===== src/rtl/branch_history_table.sv =====
`default_nettype none
// ============================================================================
//  Module      : branch_history_table
//  Description : PC-indexed table of 2-bit saturating direction counters.
//                Registered taken/not-taken prediction one cycle after a
//                lookup, training from resolved branches, a post-reset
//                clearing sweep, and saturating branch/mispredict statistics.
//  Revision    : 1.0 - initial release
// ============================================================================
module branch_history_table #(
    parameter int PC_WIDTH   = 32,
    parameter int INDEX_BITS = 6,
    parameter int STAT_WIDTH = 16
) (
    input  logic                  clk,
    input  logic                  rst,
    input  logic                  lookup_valid,
    input  logic [PC_WIDTH-1:0]   lookup_pc,
    output logic                  predict_valid,
    output logic                  predict_taken,
    input  logic                  update_valid,
    input  logic [PC_WIDTH-1:0]   update_pc,
    input  logic                  update_taken,
    input  logic                  update_predicted,
    output logic                  init_busy,
    input  logic                  stats_clear,
    output logic [STAT_WIDTH-1:0] branch_cnt,
    output logic [STAT_WIDTH-1:0] mispredict_cnt
);

    localparam int                    c_entries  = 2 ** INDEX_BITS;
    localparam logic [INDEX_BITS-1:0] c_ptr_last = '1;
    localparam logic [INDEX_BITS-1:0] c_ptr_one  = {{(INDEX_BITS-1){1'b0}}, 1'b1};
    localparam logic [STAT_WIDTH-1:0] c_stat_max = '1;
    localparam logic [STAT_WIDTH-1:0] c_stat_one = {{(STAT_WIDTH-1){1'b0}}, 1'b1};

    typedef enum logic [0:0] {
        ST_INIT = 1'b0,
        ST_RUN  = 1'b1
    } state_t;

    state_t                  state_q, state_d;
    logic [INDEX_BITS-1:0]   ptr_q, ptr_d;
    logic [1:0]              cnt_q [c_entries];
    logic [1:0]              cnt_d [c_entries];
    logic                    predict_valid_q, predict_valid_d;
    logic                    predict_taken_q, predict_taken_d;
    logic [STAT_WIDTH-1:0]   branch_cnt_q, branch_cnt_d;
    logic [STAT_WIDTH-1:0]   mispredict_cnt_q, mispredict_cnt_d;

    logic [INDEX_BITS-1:0]   w_lookup_idx;
    logic [INDEX_BITS-1:0]   w_update_idx;
    logic                    w_upd_accept;
    logic                    w_bypass;
    logic [1:0]              w_cur_cnt;
    logic [1:0]              w_new_cnt;
    logic                    w_unused_pc_bits;

    // Only the word-index bits of either PC select an entry; the rest alias.
    assign w_lookup_idx     = lookup_pc[INDEX_BITS+1:2];
    assign w_update_idx     = update_pc[INDEX_BITS+1:2];
    assign w_unused_pc_bits = ^{lookup_pc[PC_WIDTH-1:INDEX_BITS+2], lookup_pc[1:0],
                                update_pc[PC_WIDTH-1:INDEX_BITS+2], update_pc[1:0]};

    // Training is ignored until the clearing sweep has finished.
    assign w_upd_accept = update_valid && (state_q == ST_RUN);
    assign w_bypass     = w_upd_accept && lookup_valid && (w_lookup_idx == w_update_idx);
    assign w_cur_cnt    = cnt_q[w_update_idx];

    // Saturating step of the trained counter.
    always_comb begin
        w_new_cnt = w_cur_cnt;
        if (update_taken) begin
            if (w_cur_cnt != 2'b11) w_new_cnt = w_cur_cnt + 2'b01;
        end else begin
            if (w_cur_cnt != 2'b00) w_new_cnt = w_cur_cnt - 2'b01;
        end
    end

    // Sweep sequencing: walk every entry once, then run until reset.
    always_comb begin
        state_d = state_q;
        ptr_d   = ptr_q;
        if (state_q == ST_INIT) begin
            ptr_d = ptr_q + c_ptr_one;
            if (ptr_q == c_ptr_last) state_d = ST_RUN;
        end
    end

    // Table write: sweep clears one entry per cycle, otherwise train.
    always_comb begin
        cnt_d = cnt_q;
        if (state_q == ST_INIT) begin
            cnt_d[ptr_q] = 2'b00;
        end else if (w_upd_accept) begin
            cnt_d[w_update_idx] = w_new_cnt;
        end
    end

    // Prediction: forced not-taken while sweeping; same-index training forwarded.
    always_comb begin
        predict_valid_d = lookup_valid;
        if (state_q == ST_INIT) begin
            predict_taken_d = 1'b0;
        end else if (w_bypass) begin
            predict_taken_d = w_new_cnt[1];
        end else begin
            predict_taken_d = cnt_q[w_lookup_idx][1];
        end
    end

    // Statistics: saturating increments, clear has priority.
    always_comb begin
        branch_cnt_d     = branch_cnt_q;
        mispredict_cnt_d = mispredict_cnt_q;
        if (stats_clear) begin
            branch_cnt_d     = '0;
            mispredict_cnt_d = '0;
        end else if (w_upd_accept) begin
            if (branch_cnt_q != c_stat_max) branch_cnt_d = branch_cnt_q + c_stat_one;
            if ((update_taken != update_predicted) && (mispredict_cnt_q != c_stat_max))
                mispredict_cnt_d = mispredict_cnt_q + c_stat_one;
        end
    end

    // Control, prediction and statistics registers.
    always_ff @(posedge clk) begin
        if (rst) begin
            state_q          <= ST_INIT;
            ptr_q            <= '0;
            predict_valid_q  <= 1'b0;
            predict_taken_q  <= 1'b0;
            branch_cnt_q     <= '0;
            mispredict_cnt_q <= '0;
        end else begin
            state_q          <= state_d;
            ptr_q            <= ptr_d;
            predict_valid_q  <= predict_valid_d;
            predict_taken_q  <= predict_taken_d;
            branch_cnt_q     <= branch_cnt_d;
            mispredict_cnt_q <= mispredict_cnt_d;
        end
    end

    // Counter storage; contents are defined by the sweep, not by reset.
    always_ff @(posedge clk) begin
        cnt_q <= cnt_d;
    end

    assign predict_valid  = predict_valid_q;
    assign predict_taken  = predict_taken_q;
    assign init_busy      = (state_q == ST_INIT);
    assign branch_cnt     = branch_cnt_q;
    assign mispredict_cnt = mispredict_cnt_q;

endmodule
`default_nettype wire


===== config.mk =====
export PLATFORM = sky130hd
export DESIGN_NAME = branch_history_table
export DESIGN_NICKNAME = d
export VERILOG_FILES = /design/src/rtl/branch_history_table.sv
export SDC_FILE = /design/constraint.sdc
export NUM_CORES = 1
export LEC_CHECK = 0
export CAP_MARGIN = 0
export CELL_PAD_IN_SITES_DETAIL_PLACEMENT = 2
export CELL_PAD_IN_SITES_GLOBAL_PLACEMENT = 2
export CORE_MARGIN = 2
export CORE_UTILIZATION = 37
export DETAILED_ROUTE_END_ITERATION = 10
export PLACE_DENSITY_LB_ADDON = 0.1
export REMOVE_ABC_BUFFERS = 1
export SLEW_MARGIN = 20
export SYNTH_ARGS = -nofsm -noshare
export SYNTH_HDL_FRONTEND = slang
export SYNTH_SLANG_ARGS = --single-unit

===== constraint.sdc =====
create_clock -name clk -period 3.8 [get_ports clk]
set_input_delay 0.38 -clock clk [delete_from_list [all_inputs] [get_ports clk]]
set_output_delay 0.38 -clock clk [all_outputs]
set_load 0.05 [all_outputs]

==> results of run 1 <==
==> per-layer routing <==
layer | track usage (%) | up-vias | share of wire (%)
met4 | 7.71 | 0 | 2.2
met1 | 37.2 | 4600 | 46
met3 | 4.19 | 40 | 4.8
li1 | - | 3969 | -
met5 | 0 | - | 0
met2 | 43.8 | 228 | 47
==> tightest hold or removal path, stage by stage (launching register included) <==
cell and delay, ps:
dfxtp_1 330, o21ai_0 80, a21oi_1 60
==> cell families (layout without fill, tap and decap cells) <==
group | Yosys count | in the layout
AO/OA/AOI/OAI | 326 | 326
XOR/XNOR | 36 | 36
adder cells (fa/ha/maj) | 5 | 5
buffers and inverters | 109 | 142
flip-flops | 169 | 169
multiplexers | 54 | 54
AND/OR/NAND/NOR | 336 | 336
==> how the worst max path moves through the flow <==
stage	from	end	slack, ps
4_1_cts	update_pc[2]	cnt_q[83]$_DFFE_PP_	660
6_report	update_pc[2]	cnt_q[83]$_DFFE_PP_	590
5_1_grt	update_pc[2]	cnt_q[49]$_DFFE_PP_	490
2_1_floorplan	state_q$_SDFF_PP0_	cnt_q[11]$_DFFE_PP_	-520
3_3_place_gp	update_pc[2]	cnt_q[103]$_DFFE_PP_	290
3_5_place_dp	update_pc[2]	cnt_q[83]$_DFFE_PP_	200
==> synthesized netlist by cell type, drive strengths merged (4+ instances only) <==
master  count  share of area, %
nand4      12              0.72
xor2       22               1.8
edfxtp    128                37
nor2       45               1.6
xnor2      14               1.2
a22oi       5              0.36
and3b       4              0.33
and3        8              0.48
nor3        9              0.43
and4        7              0.59
nand3      23               1.1
mux2i      17               1.6
o31ai     129                12
mux2        6              0.68
dfxtp      41               7.8
or3         6              0.36
a221oi      5              0.42
clkbuf     67               2.4
o21ai      79               3.8
nand3b      9              0.65
a211oi      7              0.50
mux4       31               6.7
nor3b      13              0.93
inv         8              0.29
nand2     168               6.0
nor2b      11              0.66
nand2b      6              0.36
nor4        5              0.30
buf        34               2.2
a21oi      76               3.6
==> cell type report <==
class | instances | area share [%]
inverters | 8 | 0.249
multi-input cells | 757 | 44.0
clock buffers | 20 | 3.84
repair buffers | 102 | 8.07
flip-flops and latches | 169 | 38.8
well taps | 378 | 3.93
clock inverters | 12 | 1.13
==> per-stage QoR <==
step | instance area [um^2] | setup TNS [ps] | setup slack [ps] | instances | utilization (%)
after global placement | 11400 | 0 | 286 | 1414 | 41.0
after global routing | 12000 | 0 | 489 | 1446 | 43.2
after CTS | 12000 | 0 | 659 | 1446 | 43.2
after floorplan | 9980 | -27680 | -515 | 934 | -
final | 12000 | 0 | 587 | 1446 | 43.2
after detailed placement | 11400 | 0 | 201 | 1414 | 41.0
==> power by group through the flow <==
stage	clock [mW]	sequential, mW	combinational, mW
after floorplan	0	2.33	0.514
after global placement	0	2.38	0.890
after detailed placement	0	2.40	0.917
after CTS	1.89	2.36	0.924
after global routing	1.95	2.38	0.991
final	1.85	2.36	0.931
==> state kept, by name, summed over array words and instances (netlist names) <==
name,cells
cnt_q,128
branch_cnt,16
mispredict_cnt,16
ptr_q,6
predict_taken,1
predict_valid,1
state_q,1
==> summary.txt, run 1 <==
Power and ir drop
  • Cell Int Power: between 3 and 4 mW
  • Power, Total: between 5 and 6 mW
  • Clock group share of total power: between 30% and 40%
  • Peak supply drop: 0.311 mV
  • Switching fraction of total power: approximately 30%
  • Seq pwr share: 45.9%
  • Logic pwr share: a little under a fifth
  • Leak: between 4 and 5 nW
  • NetSw: about 1.5 mW
  • Pwr dens: around 430 mW/mm^2

Timing
  • Slew Limit Headroom: 31.1%
  • # setup viols final: 0
  • Fin crit period: between 3000 and 4000 ps
  • Final Hold Viols: 0
  • Fin crit share: between 80% and 90%
  • Max Slew Vio Count: 0
  • Achievable Freq: about 310 MHz
  • Worst Max-Slew Pin Slew: 1030 ps
  • WHS: between 500 and 600 ps
  • Clock Skews: 16.0 ps
  • RSZ-0062 raised after global routing: no

Synthesis
  • XOR/XNOR Fraction of Synth Area: approximately 3%
  • Syn Inst Count: between 1,000 and 1,500
  • Yosys warns: 0
  • Synth Area in Simple Gates: 15.4%
  • FF+latch count, synth: 169
  • Post-Syn Area: around 0.010 mm^2
  • Post-synth cell types: 58
  • Number of synthesized flops with an enable pin: approximately 130
  • Share of the yosys chip area belonging to registers: between 40% and 50%
  • Synth async-reset ratio: 0%
  • Multiplexer area fraction after synthesis: roughly 9%
  • Synth Area in Compound Gates: 22.6%
  • Largest family of logic cells by synthesized area: compound AO/OA/AOI/OAI gates
  • Main synth FF type: edfxtp_1
  • Mean Syn Cell Area: a little over 10 um^2
  • Area share of fa/ha/maj cells after synthesis: less than 1%

CTS
  • Setup bufs post-CTS: 0
  • H-tree depth: 4
  • Number of buffers created by CTS: 17
  • Num Clock Sinks: approximately 170
  • Worst-skew pair later-pin latency: approximately 450 ps
  • CTS Hold Buffers Added: 0
  • Clock slew at reported path FFs: about 70 ps
  • CTS tree: done
  • Post_cts resized: 0
  • Clk root buf: clkbuf_16
  • Max clock buf depth: 2

Die
  • Die Area: 0.0297 mm^2
  • Core area: roughly 0.028 mm^2
  • Row Count: 61
  • Top Ports: 106
  • DIE HEIGHT: between 150 and 200 um
  • Die W: between 150 and 200 um
  • Initial core utilization: between 30% and 40%

Worst setup path
  • R2R depth: 8
  • WP data arrival: 3420 ps
  • Reg-to-Reg Start: cnt_q[81]$_DFFE_PP_
  • Crit-path cells: buf_2 -> buf_12 -> buf_4 -> nand2_1 -> a221o_1 -> a21oi_1 -> a2111oi_2 -> and4_1 -> maj3_2 -> buf_12 -> o31ai_1
  • Most used cell, CP: buf_12
  • Required time of the critical path: 4010 ps
  • Crit-path max FO: 26
  • RR Endpoint: cnt_q[17]$_DFFE_PP_
  • Reg2reg setup slack: 820 ps
  • Top delay family on crit path: buffers and inverters
  • WP buf/inv: 4
  • Critical Path Sink Type: flop
  • Stages on worst setup path: 11
  • Startpoint Class: primary input
  • Crit Path Class: in -> reg
  • CP max stage cell: buf_2
  • Crit-path max cell delay: roughly 500 ps

Status
  • Status: finished clean

Min path
  • Worst hold path class: reg -> reg
  • Hold Crit Depth: 2
  • Hold endpoint: branch_cnt[9]$_SDFFE_PP0P_
  • Hold Crit Start: branch_cnt[9]$_SDFFE_PP0P_

Placed design
  • Port buffer count: between 50 and 60
  • GPL Wtd Cong: ~0.83
  • HPWL after DPL: 26.2 mm

Final layout
  • Share of layout cells above drive strength 1: between 10% and 20%
  • Multi-input gate area in the final layout: roughly 0.0053 mm^2
  • Commonest cells after routing, fill and taps aside: nand2_1 (168), edfxtp_1 (128), o21ai_0 (79), a21oi_1 (76), o31ai_1 (75)
  • Register Area: 0.00467 mm^2
  • Syn-to-layout area delta: 15.0%
  • Commonest non-fill, non-tap cell in the layout: nand2_1
  • Fill count: 2,918
  • Ant. Diodes: 0
  • Final net count: 1,129

Route
  • Drt first pass iters: 5
  • Via count: between 8,000 and 9,000
  • Iteration-0 DRC count of the detailed router: 668
  • Via density: just over 6
  • Final WL: between 30 and 40 mm
  • DR WL/cell: ~27 um
  • Antenna-violating nets left: 0
  • DR DRC count: 0

Run
  • Max cap viols: 0

Global route
  • Vias in the first global route: 9,396
  • Initial antenna violation count: 0
  • Global Route Usage Sum: 26.9%
  • First-pass GRT wire length: just under 60 mm
  • Total grt overflow: 0
  • Largest net degree at the start of global routing: 59
(Power assumes the default switching activity.)
==> run 2, diff against run 1 <==
Clock period 3.8 ns to 3.1 ns, I/O delays scaled along.
==> run 2 against run 1 <==
Effect of this change: clock skew up 5.4 ps; sequential share of layout area down 1.4 points; register-to-register slack worse by 680 ps; critical path depth down 2; flip-flop and latch count unchanged; die area unchanged; routed wire length up 2.5%; non-clock buffer count up 45; clock power up 19%; sequential power up 23%.
==> summary.txt, run 2 (same netlist as run 1, synthesis figures left out) <==
Status
  • Status: finished clean (unchanged)

Timing
  • WHS: 508 ps (was 513 ps)
  • Fin crit period: just under 3000 ps
  • Setup_tns: 0 ps (unchanged)
  • Max Slew Vio Count: 0 (unchanged)
  • Clock Skews: 21.4 ps (was 16.0 ps)
  • RSZ-0062 raised after global routing: no (unchanged)
  • Fin crit share: between 90% and 100%
  • Final Hold Viols: 0 (unchanged)
  • # setup viols final: 0 (unchanged)
  • Worst Max-Slew Pin Slew: 963 ps (was 1030 ps)
  • Slew Limit Headroom: 35.3% (was 31.1%)
  • Achievable Freq: ~340 MHz

Global route
  • Top Usage Layer GRT: met2 (unchanged)
  • Grt met3 use: 4.67% (was 4.19%)
  • Initial antenna violation count: 2 (was 0)
  • First-pass GRT wire length: 60.3 mm (was 58.6 mm)
  • Global Route Usage Sum: 27.6% (was 26.9%)
  • Total grt overflow: 0 (unchanged)
  • GR Util met2: 46.4% (was 43.8%)
  • Grt met1 use: 36.0% (was 37.2%)
  • Largest net degree at the start of global routing: 60 (was 59)
  • Vias in the first global route: 9,753 (was 9,396)

Final layout
  • Final Non-Filler Cells: 1,491 (was 1,446)
  • Commonest cells after routing, fill and taps aside: nand2_1 (168), edfxtp_1 (128), o21ai_0 (79), buf_4 (77), a21oi_1 (76) (was nand2_1 (168), edfxtp_1 (128), o21ai_0 (79), a21oi_1 (76), o31ai_1 (75))
  • Final net count: 1,174 (was 1,129)
  • Final instance area: 0.0125 mm^2 (was 0.0120 mm^2)
  • Fill count: 2,924 (was 2,918)
  • Max reg flops: 128 (unchanged)
  • Syn-to-layout area delta: 19.2% (was 15.0%)
  • Top reg by flops: cnt_q (unchanged)
  • Share of layout cells above drive strength 1: 20.2% (was 17.0%)
  • Commonest non-fill, non-tap cell in the layout: nand2_1 (unchanged)
  • Ant. Diodes: 0 (unchanged)

Die
  • Die Area: 0.0297 mm^2 (unchanged)
  • Initial core utilization: 37.6% (unchanged)
  • Core area: 0.0279 mm^2 (unchanged)
  • Row Count: 61 (unchanged)
  • Top Ports: 106 (unchanged)
  • Die W: 172 um (unchanged)
  • DIE HEIGHT: 172 um (unchanged)

Route
  • Drt first pass iters: 5 (unchanged)
  • Antenna-violating nets left: 0 (unchanged)
  • Iteration-0 DRC count of the detailed router: 654 (was 668)
  • DR WL/cell: 26.5 um (was 26.7 um)
  • Final WL: 39.6 mm (was 38.6 mm)
  • Via density: 6.10 (was 6.11)
  • DR DRC count: 0 (unchanged)
  • Via count: 9,090 (was 8,837)

Worst setup path
  • Crit Path Class: reg -> reg (was in -> reg)
  • Reg-to-Reg Start: cnt_q[89]$_DFFE_PP_ (was cnt_q[81]$_DFFE_PP_)
  • Crit-path max FO: 31 (was 26)
  • Required time of the critical path: 3260 ps (was 4010 ps)
  • R2R depth: 9 (was 8)
  • RR Endpoint: cnt_q[125]$_DFFE_PP_ (was cnt_q[17]$_DFFE_PP_)
  • Critical Path Sink Type: flop (unchanged)
  • Startpoint Class: flop (was primary input)
  • WP data arrival: 3110 ps (was 3420 ps)
  • Reg2reg setup slack: 140 ps (was 820 ps)
  • Setup crit start: cnt_q[89]$_DFFE_PP_ (was update_pc[2])

Min path
  • Hold Crit Depth: 2 (unchanged)
  • Hold endpoint: predict_valid$_SDFF_PP0_ (was branch_cnt[9]$_SDFFE_PP0P_)
  • Worst hold path class: in -> reg (was reg -> reg)
  • Hold Crit Start: lookup_valid (was branch_cnt[9]$_SDFFE_PP0P_)

Power and ir drop
  • NetSw: 1.92 mW (was 1.53 mW)
  • Logic pwr share: 19.2% (was 18.1%)
  • Switching fraction of total power: 30.3% (was 29.8%)
  • Clock group share of total power: 34.9% (was 36.0%)
  • Cell Int Power: 4.41 mW (was 3.61 mW)
  • Leak: 4.40 nW (was 4.15 nW)
  • Power, Total: 6.32 mW (was 5.14 mW)
  • Peak supply drop: 0.378 mV (was 0.311 mV)
  • Seq pwr share: 45.8% (was 45.9%)
  • Pwr dens: 507 mW/mm^2 (was 427 mW/mm^2)

Placed design
  • GPL Wtd Cong: 0.901 (was 0.834)
  • Cell Count Post-Placement: 1,459 (was 1,414)
  • Dpl cell area: 0.0119 mm^2 (was 0.0114 mm^2)
  • Port buffer count: 53 (unchanged)
  • HPWL after DPL: 27.5 mm (was 26.2 mm)

Run
  • Max cap viols: 0 (unchanged)

CTS
  • Clock slew at reported path FFs: 70 ps (about the same)
  • H-tree depth: 4 (unchanged)
  • CTS Hold Buffers Added: 0 (unchanged)
  • CTS tree: done (unchanged)
  • Number of buffers created by CTS: 17 (unchanged)
  • Num Clock Sinks: 169 (unchanged)
  • Max clock buf depth: 2 (unchanged)
  • Worst-skew pair later-pin latency: 450 ps (about the same)
  • Clk root buf: clkbuf_16 (unchanged)
## run 2: how the worst max path moves through the flow
| stage | cells past startpoint | slack [ps] | end |
|---|---|---|---|
| final | 9 | 140 | cnt_q[125]$_DFFE_PP_ |
| after global routing | 8 | 20 | cnt_q[36]$_DFFE_PP_ |
| after detailed placement | 11 | -220 | cnt_q[125]$_DFFE_PP_ |
| after global placement | 11 | -210 | cnt_q[115]$_DFFE_PP_ |
| after CTS | 9 | 180 | cnt_q[125]$_DFFE_PP_ |
| after floorplan | 2 | -1220 | cnt_q[11]$_DFFE_PP_ |
## run 2: worst max-delay path, stage by stage (launching register included)
cell	delay, ps
edfxtp_1	460
mux4_2	490
mux2i_1	280
nor2_1	110
a211o_1	310
nor4b_2	220
buf_4	160
maj3_2	270
buf_12	220
o31ai_1	120
## run 2: timing repair
action,in CTS,in global routing
setup endpoints to repair,0,1
gates resized for setup,0,1
hold endpoints to repair,0,0
buffers inserted,0,0
## run 2: metrics by stage
stage | setup slack, ps | util [%]
2_1_floorplan | -1220 | -
3_3_place_gp | -215 | 42.7
3_5_place_dp | -219 | 42.7
4_1_cts | 177 | 44.8
5_1_grt | 17.8 | 44.8
6_report | 142 | 44.8
## run 2: power by group through the flow
stage	clock, mW	combinational [mW]	sequential, mW
6_report	2.21	1.21	2.90
5_1_grt	2.32	1.30	2.93
4_1_cts	2.24	1.21	2.90
3_5_place_dp	0	1.20	2.94
3_3_place_gp	0	1.16	2.93
2_1_floorplan	0	0.630	2.85
## run 2: area by class of cell
type	instances	area (um^2)	area share, %
clock buffers	23	510	4.09
clock inverters	9	73.8	0.591
inverters	8	30.0	0.241
multi-input cells	757	5290	42.4
flip-flops and latches	169	4670	37.4
well taps	378	473	3.79
repair buffers	147	1440	11.5
## run 2: per-layer routing
| layer | vias up | wire, um |
|---|---|---|
| li1 | 4072 | - |
| met1 | 4719 | 17300 |
| met2 | 242 | 19200 |
| met3 | 57 | 1960 |
| met4 | 0 | 1140 |
| met5 | - | 0 |
==> run 3, diff against run 2 <==
==> constraint.sdc (replaced) <==
create_clock -name clk -period 3.1 [get_ports clk]
set_input_delay 0.31 -clock clk [delete_from_list [all_inputs] [get_ports clk]]
set_output_delay 0.31 -clock clk [all_outputs]
set_load 0.01 [all_outputs]
==> run 3 against run 2 <==
Effect of this change: total power decreased by 2.2%; global-route usage increased by 0.22 points; critical path depth grew 3; maximum frequency fell by 0.66%; first-iteration DRC count rose by 3.8%; worst hold slack worse by 19 ps; routed wire length rose by 0.82%; design area down 1.2%; clock power down 5%; register-to-register slack is essentially flat; non-clock buffer count down 3; critical path type is now in -> reg.
==> summary.txt, run 3 (same netlist as run 1, synthesis figures left out) <==
Status
  • Status: finished clean (unchanged)

Run
  • Max cap viols: 0 (unchanged)

Final layout
  • Top reg by flops: cnt_q (unchanged)
  • Final net count: 1,171 (was 1,174)
  • Share of layout cells above drive strength 1: 20.2% (about the same)
  • Final Non-Filler Cells: 1,488 (was 1,491)
  • Ant. Diodes: 0 (unchanged)
  • Final instance area: 0.0123 mm^2 (was 0.0125 mm^2)
  • Syn-to-layout area delta: 17.7% (was 19.2%)
  • Fill count: 2,947 (was 2,924)
  • Commonest cells after routing, fill and taps aside: nand2_1 (168), edfxtp_1 (128), buf_4 (81), o21ai_0 (79), a21oi_1 (76) (was nand2_1 (168), edfxtp_1 (128), o21ai_0 (79), buf_4 (77), a21oi_1 (76))
  • Max reg flops: 128 (unchanged)
  • Commonest non-fill, non-tap cell in the layout: nand2_1 (unchanged)

Global route
  • Vias in the first global route: 9,689 (was 9,753)
  • Largest net degree at the start of global routing: 97 (was 60)
  • Global Route Usage Sum: 27.9% (was 27.6%)
  • Total grt overflow: 0 (unchanged)
  • First-pass GRT wire length: 60.6 mm (was 60.3 mm)
  • Initial antenna violation count: 1 (was 2)

Timing
  • WHS: 489 ps (was 508 ps)
  • Final Hold Viols: 0 (unchanged)
  • Clock Skews: 14.5 ps (was 21.4 ps)
  • Worst Max-Slew Pin Slew: 848 ps (was 963 ps)
  • Max Slew Vio Count: 0 (unchanged)
  • # setup viols final: 0 (unchanged)
  • Slew Limit Headroom: 43.0% (was 35.3%)
  • Achievable Freq: 336 MHz (was 338 MHz)
  • Fin crit period: 2980 ps (was 2960 ps)
  • Final WS setup: 122 ps (was 142 ps)
  • Fin crit share: 96.1% (was 95.4%)
  • RSZ-0062 raised after global routing: no (unchanged)

Placed design
  • Cell Count Post-Placement: 1,456 (was 1,459)
  • DP Worst Slack: -247 ps (was -219 ps)
  • Port buffer count: 53 (unchanged)
  • GPL Wtd Cong: 0.865 (was 0.901)
  • Dpl cell area: 0.0118 mm^2 (was 0.0119 mm^2)
  • HPWL after DPL: 27.4 mm (was 27.5 mm)

CTS
  • Setup bufs post-CTS: 0 (unchanged)
  • Max clock buf depth: 2 (unchanged)
  • Worst-skew pair later-pin latency: 450 ps (about the same)
  • Number of buffers created by CTS: 17 (unchanged)
  • Num Clock Sinks: 169 (unchanged)
  • H-tree depth: 4 (unchanged)
  • Clk root buf: clkbuf_16 (unchanged)
  • CTS tree: done (unchanged)
  • Post_cts resized: 0 (unchanged)
  • CTS Hold Buffers Added: 0 (unchanged)
  • Clock slew at reported path FFs: 70 ps (about the same)

Worst setup path
  • Critical Path Sink Type: flop (unchanged)
  • Crit-path max FO: 15 (was 31)
  • Crit Path Class: in -> reg (was reg -> reg)
  • Required time of the critical path: 3350 ps (was 3260 ps)
  • Reg-to-Reg Start: cnt_q[95]$_DFFE_PP_ (was cnt_q[89]$_DFFE_PP_)
  • Setup crit start: update_pc[2] (was cnt_q[89]$_DFFE_PP_)
  • WP data arrival: 3230 ps (was 3110 ps)
  • Startpoint Class: primary input (was flop)

Min path
  • Worst hold path class: in -> reg (unchanged)
  • Hold Crit Start: lookup_valid (unchanged)

Die
  • Die Area: 0.0297 mm^2 (unchanged)
  • Core area: 0.0279 mm^2 (unchanged)
  • Initial core utilization: 37.6% (unchanged)
  • Die W: 172 um (unchanged)
  • Row Count: 61 (unchanged)
  • DIE HEIGHT: 172 um (unchanged)
  • Top Ports: 106 (unchanged)

Power and ir drop
  • Leak: 4.33 nW (was 4.40 nW)
  • Pwr dens: 501 mW/mm^2 (was 507 mW/mm^2)
  • Peak supply drop: 0.397 mV (was 0.378 mV)
  • Power, Total: 6.18 mW (was 6.32 mW)

Route
  • Drt first pass iters: 5 (unchanged)
  • Antenna-violating nets left: 0 (unchanged)
  • Via density: 6.11 (was 6.10)
  • Iteration-0 DRC count of the detailed router: 679 (was 654)
  • Via count: 9,086 (was 9,090)
  • DR DRC count: 0 (unchanged)
  • DR WL/cell: 26.8 um (was 26.5 um)
  • Final WL: 39.9 mm (was 39.6 mm)
-- run 3: cell count changes in the layout (fill, tap and decap cells not counted), sizes merged --
cell,delta
clkbuf,-6
inv,+4
buf,-2
clkinvlp,+1
-- run 3: layer usage --
layer | wire length, um | global-route usage (%) | vias to the layer above
met1 | 17100 | 36.2 | 4711
met2 | 19700 | 47.4 | 252
met3 | 2030 | 4.19 | 63
li1 | - | - | 4060
met5 | 0 | 0 | -
met4 | 1150 | 9.65 | 0
-- run 3: path summary, 6_finish.rpt --
path	depth (start not counted)	slack, ps	end
hold reg to reg	2	520	branch_cnt[15]$_SDFFE_PP0P_
setup reg to reg	9	150	cnt_q[113]$_DFFE_PP_
hold / removal	2	490	predict_valid$_SDFF_PP0_
setup / recovery	12	120	cnt_q[74]$_DFFE_PP_
-- run 3: critical path, stage by stage --
cell and delay [ps]:
buf_2 210, buf_4 250, buf_12 170, or3b_2 440, a211oi_1 470, a211oi_1 110
nand3b_1 150, nor4b_2 70, buf_4 150, maj3_4 390, buf_4 210, o31ai_2 280
-- run 3: final cells by class --
| cell class | count | area, um^2 | area share [%] |
|---|---|---|---|
| inverter | 8 | 30.0 | 0.244 |
| multi-input combinational | 757 | 5290 | 42.9 |
| sequential | 169 | 4670 | 37.9 |
| timing repair buffer | 144 | 1320 | 10.7 |
| tap | 378 | 473 | 3.84 |
| clock buffer | 18 | 433 | 3.51 |
| clock inverter | 14 | 109 | 0.883 |
-- run 3: report_power, final --
group | switching (mW) | leakage (nW) | total [mW] | internal (mW)
clock network | 1.04 | 0.273 | 2.10 | 1.06
logic | 0.702 | 2.28 | 1.19 | 0.488
registers | 0.187 | 1.78 | 2.90 | 2.71
total | 1.93 | 4.33 | 6.18 | 4.25
-- run 3: per-stage QoR --
stage               utilization [%]  TNS [ps]
floorplan                         -   -147460
global placement               42.3    -11100
detailed placement             42.3    -21740
CTS                            44.3         0
global route                   44.3         0
finish                         44.3         0
